**config.mk**
```make
export PLATFORM = sky130hd
export DESIGN_NAME = neuron_sequencer_1
export DESIGN_NICKNAME = d
export VERILOG_FILES = /design/src/rtl/neuron_sequencer_1.sv
export SDC_FILE = /design/constraint.sdc
export NUM_CORES = 2
export LEC_CHECK = 0
export CAP_MARGIN = 10
export CELL_PAD_IN_SITES_DETAIL_PLACEMENT = 1
export CELL_PAD_IN_SITES_GLOBAL_PLACEMENT = 1
export CORE_ASPECT_RATIO = 2
export CORE_UTILIZATION = 44
export CTS_CLUSTER_SIZE = 25
export DETAILED_ROUTE_END_ITERATION = 10
export PLACE_DENSITY = 0.86
export SLEW_MARGIN = 5
export SYNTH_ARGS = -nofsm -noshare
export SYNTH_HDL_FRONTEND = slang
export SYNTH_HIERARCHICAL = 1
export SYNTH_SLANG_ARGS = --single-unit
export TNS_END_PERCENT = 10
```
**constraint.sdc**
```tcl
create_clock -name ns1_clk -period 10 [get_ports ns1_clk]
set_clock_uncertainty 0.05 [all_clocks]
set_input_delay 2 -clock ns1_clk [delete_from_list [all_inputs] [get_ports ns1_clk]]
set_output_delay 2 -clock ns1_clk [all_outputs]
set_load 0.02 [all_outputs]
```
**src/rtl/neuron_sequencer_1.sv**
```systemverilog
// Single-neuron weighted-sum sequencer: latches N activation/weight pairs and
// sweeps them through one shared multiplier into a saturating accumulator.

module multiplier_1 (
  input  logic               [31:0] mul1_a,
  input  logic signed        [31:0] mul1_b,
  input  logic                      mul1_enable,
  output logic signed        [31:0] mul1_product
);

  localparam int DATA_W = 32;

  logic signed [64:0] a_x;
  logic signed [64:0] b_x;
  logic signed [64:0] full;

  // Weights are fractions of 2^32; round half up back to an integer.
  function automatic logic signed [DATA_W-1:0] round_q32(input logic signed [64:0] x);
    return DATA_W'((x + 65'sd2147483648) >>> 32);
  endfunction

  assign a_x  = {33'b0, mul1_a};
  assign b_x  = {{33{mul1_b[31]}}, mul1_b};
  assign full = a_x * b_x;

  assign mul1_product = mul1_enable ? round_q32(full) : '0;

endmodule

module neuron_sequencer_1 #(
  parameter int N_INPUTS = 4
) (
  input  logic                       ns1_clk,
  input  logic                       ns1_rst,
  input  logic [32*N_INPUTS-1:0]     ns1_in,
  input  logic [32*N_INPUTS-1:0]     ns1_weight,
  input  logic                       ns1_start_valid,
  output logic                       ns1_start_ready,
  output logic signed [31:0]         ns1_out,
  output logic                       ns1_out_valid,
  input  logic                       ns1_out_ready,
  output logic                       ns1_busy
);

  localparam int DATA_W = 32;
  localparam int COEF_W = 32;
  localparam int IDX_W  = (N_INPUTS > 1) ? $clog2(N_INPUTS) : 1;
  localparam logic [IDX_W-1:0] LAST = IDX_W'(N_INPUTS - 1);

  localparam logic [1:0] IDLE = 2'd0;
  localparam logic [1:0] MUL  = 2'd1;
  localparam logic [1:0] DONE = 2'd2;

  logic [1:0]                    state;
  logic [IDX_W-1:0]              index;
  logic signed [DATA_W-1:0]      acc;
  logic signed [DATA_W-1:0]      acc_next;
  logic [DATA_W*N_INPUTS-1:0]    act_p0;
  logic [COEF_W*N_INPUTS-1:0]    coef_p0;
  int                            sel;
  logic [DATA_W-1:0]             mul1_a;
  logic signed [COEF_W-1:0]      mul1_b;
  logic                          mul1_enable;
  logic signed [DATA_W-1:0]      mul1_product;

  function automatic logic signed [DATA_W-1:0] sat_add(
    input logic signed [DATA_W-1:0] a,
    input logic signed [DATA_W-1:0] b
  );
    logic signed [DATA_W:0] s;
    s = {a[DATA_W-1], a} + {b[DATA_W-1], b};
    if (s[DATA_W] != s[DATA_W-1])
      return s[DATA_W] ? 32'sh8000_0000 : 32'sh7FFF_FFFF;
    return s[DATA_W-1:0];
  endfunction

  assign ns1_start_ready = (state == IDLE);
  assign ns1_busy        = (state == MUL);
  assign ns1_out_valid   = (state == DONE);
  assign mul1_enable     = (state == MUL);

  // Outside MUL the index may have wrapped past the last element; park the select.
  always_comb begin
    sel = 0;
    if (mul1_enable)
      sel = int'(index);
  end

  assign mul1_a   = act_p0[DATA_W*sel +: DATA_W];
  assign mul1_b   = coef_p0[COEF_W*sel +: COEF_W];
  assign acc_next = sat_add(acc, mul1_product);

  multiplier_1 u_mul1 (
    .mul1_a       (mul1_a),
    .mul1_b       (mul1_b),
    .mul1_enable  (mul1_enable),
    .mul1_product (mul1_product)
  );

  // Stage p0: operand capture at the start handshake
  always_ff @(posedge ns1_clk) begin
    if (state == IDLE && ns1_start_valid) begin
      act_p0  <= ns1_in;
      coef_p0 <= ns1_weight;
    end
  end

  always_ff @(posedge ns1_clk or posedge ns1_rst) begin
    if (ns1_rst) begin
      state   <= IDLE;
      index   <= '0;
      acc     <= '0;
      ns1_out <= '0;
    end else begin
      case (state)
        IDLE: begin
          if (ns1_start_valid) begin
            acc   <= '0;
            index <= '0;
            state <= MUL;
          end
        end
        MUL: begin
          acc   <= acc_next;
          index <= index + 1'b1;
          if (index == LAST) begin
            ns1_out <= acc_next;
            state   <= DONE;
          end
        end
        DONE: begin
          if (ns1_out_ready)
            state <= IDLE;
        end
        default: state <= IDLE;
      endcase
    end
  end

endmodule

```
==> results of run 1 <==
-- Yosys cell counts (42+ instances only) --
master and count:
a31oi_1 123, dfrtp_1 68, nand2_1 582, nor2b_1 67, a21oi_1 122, clkbuf_1 261, o21ai_0 53, a21o_1 60
a211oi_1 80, ha_1 350, edfxtp_1 256, nor2_1 113, xnor2_1 42, inv_1 1010, fa_1 898, and2_1 635
-- stage by stage --
stage               cells  utilization
detailed placement   7112        0.535
floorplan            5025            -
CTS                  7223        0.556
global placement     7112        0.535
-- kinds of logic after synthesis --
family | count (synthesis)
compound gates | 532
xor+xnor | 51
fa+ha+maj | 1248
buf+inv | 1301
flops | 324
mux | 6
simple gates | 1563
-- layer usage --
| metal | track usage | GRT overflow |
|---|---|---|
| met2 | 0.744 | 333 |
| met1 | 0.506 | 10 |
| met5 | 0.154 | 0 |
| met3 | 0.389 | 10 |
| met4 | 0.574 | 248 |
-- repair_timing --
action                                  in CTS
pin swaps                                   43
endpoints found under the setup margin      64
setup buffers                               47
gates cloned                                 9
resized for setup                          127
==> summary.txt, run 1 <==
Global route
  – Via count of the first global-routing pass: 60,200
  – Global-route total usage across every layer: 0.548
  – Grt total ovfl: 601
  – First-pass GRT wire length: 452,000 um
  – Largest net degree at the start of global routing: 165

Yosys
  – Post-synthesis simple-gate area fraction: 0.166
  – Cell Area, Synth: 0.0489 mm^2
  – Post-Synth Adder-Cell Area: 0.457
  – Synth top area share: 0.368
  – Mux cell area share after synthesis: 0.00131
  – Synthesized flop and latch total: 324
  – Synth warn: 6
  – Post-synth ARST share: 0.210
  – Synth Area in Compound Gates: 0.0733
  – Largest family of logic cells by synthesized area: adder cells
  – Syn_nets: 6,533
  – EDFF count, synth: 256
  – Area leader, netlist: fa_1
  – Post-Synth XOR/XNOR Area: 0.00914
  – Most used flip-flop cell after synthesis: edfxtp_1
  – Mapped Avg Cell Area: 9.73 um^2
  – Synth top area cells: fa_1 (37%), edfxtp_1 (16%), ha_1 (9.0%), and2_1 (8.1%), inv_1 (7.8%)
  – Post-synth cell types: 88
  – Synth Instances: 5,025
  – Sequential fraction of the synthesis area: 0.192

Place
  – Dpl ws: -1570 ps
  – Dpl hpwl: 162,000 um
  – DP Area: 0.0588 mm^2
  – I/O Buffers: 294
  – GP Congestion: 0.947

Die
  – Die height: 473 um
  – Row cnt: 172
  – Ports: 295
  – Die X: 238 um
  – Starting Density: 0.444

Outcome
  – Stop err: [ERROR GRT-0116] Global routing finished with congestion. Check the congestion regions in the DRC Viewer.
  – Exit stage: global routing
  – Status: did not finish

Clocking
  – Root Driver: clkbuf_16
  – Hold-fix buffers, CTS: 0
  – TritonCTS Buffers: 34
  – Clk buf depth: 3
  – # clock sinks: 324
  – CTS H-tree depth: 2
==> run 2: changes to the inputs <==
Settings changed: CELL_PAD_IN_SITES_DETAIL_PLACEMENT 1 to not set, CELL_PAD_IN_SITES_GLOBAL_PLACEMENT 1 to not set, CORE_ASPECT_RATIO 2 to not set, CORE_UTILIZATION 44 to 40, CTS_CLUSTER_SIZE 25 to not set, PLACE_DENSITY 0.86 to not set, PLACE_DENSITY_LB_ADDON set to 0.15.
Clock period 10 ns to 13 ns, I/O delays scaled along.
==> run 2 against run 1 <==
  * Synthesized area is the same
  * Synthesized cell count is the same
  * The flow now finishes without violations
==> summary.txt, run 2 <==
Outcome
  – Status: complete, no violations

Clocking
  – TritonCTS clock tree: done
  – TritonCTS Buffers: 39 (+15%)
  – # clock sinks: 324 (unchanged)
  – Clock slew at reported path FFs: 60 ps
  – CTS H-tree depth: 2 (unchanged)
  – Hold-fix buffers, CTS: 0 (unchanged)
  – Root Driver: clkbuf_16
  – Clk buf depth: 3 (unchanged)
  – Clk_lat worst skew: 600 ps

Global route
  – Antenna violations before repair: 11
  – Largest net degree at the start of global routing: 199
  – Via count of the first global-routing pass: 36,600
  – Global-route total usage across every layer: 0.231
  – First-pass GRT wire length: 217,000 um
  – Grt total ovfl: 0

Yosys
  – Sequential fraction of the synthesis area: 0.192 (unchanged)
  – Synth warn: 6 (unchanged)
  – Post-synth cell types: 88 (unchanged)
  – Post-Synth XOR/XNOR Area: 0.00914 (unchanged)
  – EDFF count, synth: 256 (unchanged)
  – Largest family of logic cells by synthesized area: adder cells
  – Synth Area in Compound Gates: 0.0733 (unchanged)
  – Most used flip-flop cell after synthesis: edfxtp_1
  – Synth Instances: 5,025 (unchanged)
  – Most frequent cell after synthesis: inv_1
  – Post-synth ARST share: 0.210 (unchanged)
  – Synthesized flop and latch total: 324 (unchanged)
  – Syn_nets: 6,533 (unchanged)
  – Mapped Avg Cell Area: 9.73 um^2 (unchanged)
  – Area leader, netlist: fa_1
  – Post-Synth Adder-Cell Area: 0.457 (unchanged)
  – Mux cell area share after synthesis: 0.00131 (unchanged)
  – Synth top cells by count: inv_1 (1,010), fa_1 (898), and2_1 (635)
  – Synth top area share: 0.368 (unchanged)
  – Cell Area, Synth: 0.0489 mm^2 (unchanged)
  – Synth top area cells: fa_1 (37%), edfxtp_1 (16%), ha_1 (9.0%), and2_1 (8.1%), inv_1 (7.8%)
  – Post-synthesis simple-gate area fraction: 0.166 (unchanged)

Detailed routing
  – WL per Instance: 20.4 um
  – DRC errors left: 0
  – Drt initial violations: 2,058
  – Via density: 5.05
  – Final wirelength: 140,000 um
  – ANT nets after route: 0
  – Drt pass-1 iters: 5
  – Via count: 34,600

Place
  – I/O Buffers: 294 (unchanged)
  – Post-Place Cells: 6,783 (-4.6%)
  – Dpl hpwl: 115,000 um (-29%)
  – GP Congestion: 0.865 (-8.7%)

Die
  – Ports: 295 (unchanged)
  – CORE AREA: 0.121 mm^2
  – Starting Density: 0.405 (-0.0392)
  – Row cnt: 127 (-26%)
  – Die X: 352 um (+48%)
  – Die height: 352 um (-26%)
  – Die area: 0.124 mm^2

Layout
  – Commonest non-fill, non-tap cell in the layout: inv_1
  – Post-Layout Cell Count: 6,861
  – Layout cells sized above 1: 0.0582
  – Most frequent cells in the layout: inv_1 (1,007), fa_1 (898), and2_1 (634)
  – Largest regs: act_p0 (128), coef_p0 (128)
  – Area growth, synth to finish: 14.1%
  – Nets: 6,723
  – Layout Utilization: 0.462

STA
  – Highest clock rate: 0.0808 GHz
  – Final Critical Period: 12,380 ps
  – Setup TNS: 0 ps
  – Period utilization: 0.952
  – Final hold slack: 427 ps
  – Worst slew pin tran: 1160 ps
  – Relative slew slack: 0.229
  – Max Slew Vio Count: 0
  – Fin. Hold Viols: 0
  – Final Setup Violations: 0

Critical path
  – Crit-path slowest cell: a31oi_2
  – CP max stage delay: 730 ps
  – Worst-path maximum fanout: 41
  – CP Data Arrival Time: 12,750 ps
  – CP Launch Type: flop
  – Worst setup path class: reg -> reg
  – Crit path max-delay family: adder cells
  – Worst Setup End Kind: flop
  – Endpoint required time on the critical path: 13,370 ps
  – Cell mode on critical path: fa_1
  – Worst path bufs/invs: 9

Worst hold path
  – Hold Crit Class: reg -> reg

Job
  – Maxcap violations: 0
run 2: layer usage:
| layer | global-route usage | vias to the layer above | routed length, um | part of all wire |
|---|---|---|---|---|
| met5 | 0 | - | 41 | 0.00029 |
| met4 | 0.0487 | 6 | 2600 | 0.019 |
| met3 | 0.0206 | 129 | 4350 | 0.031 |
| met2 | 0.426 | 575 | 75900 | 0.54 |
| met1 | 0.293 | 18000 | 57400 | 0.41 |
| li1 | - | 15900 | - | - |
run 2: kinds of logic (layout without fill, tap and decap cells):
logic type,count (synthesis),in the layout
other cells,0,7
xor+xnor,51,51
flops,324,324
simple gates,1563,1564
mux,6,6
fa+ha+maj,1248,1248
buf+inv,1301,1517
compound gates,532,532
run 2: final cells by class:
cell class,instances,area (um^2)
Inverter,1013,3810
Multi-Input combinational cell,3401,35200
Timing Repair Buffer,436,4160
Sequential cell,324,9390
Antenna cell,7,17.5
Tap cell,1612,2020
Clock buffer,53,1080
Clock inverter,15,128
Fill cell,11600,64800
run 2: per-stage QoR:
stage / area, um^2 / setup slack, ps
3_3_place_gp: 54500 / 467
5_1_grt: 55800 / -71.9
3_5_place_dp: 54500 / 341
4_1_cts: 55700 / 276
6_report: 55800 / 620
2_1_floorplan: 48900 / 2070
run 2: worst paths after layout:
path                                            from                   end  slack [ps]  cells after the start
min in group asynchronous                    ns1_rst  state[1]$_DFFE_PP0P_        2580                      3
max in group asynchronous                    ns1_rst  index[0]$_DFFE_PP0P_        9610                      3
worst min register to register  state[1]$_DFFE_PP0P_  state[0]$_DFFE_PP0P_         430                      1
worst max-delay path            state[1]$_DFFE_PP0P_   acc[17]$_DFFE_PP0P_         620                     41
worst min-delay path            state[1]$_DFFE_PP0P_  state[0]$_DFFE_PP0P_         430                      1
worst max register to register  state[1]$_DFFE_PP0P_   acc[17]$_DFFE_PP0P_         620                     41
run 2: repair_timing:
action / CTS / global route
setup endpoints to repair: 0 / 60
resized for setup: 0 / 9
setup buffers: 0 / 2
Power of run 2 is left out: the tool's default activity adds up to more than one toggle a clock period on the data nets, which glitch-free logic cannot reach.
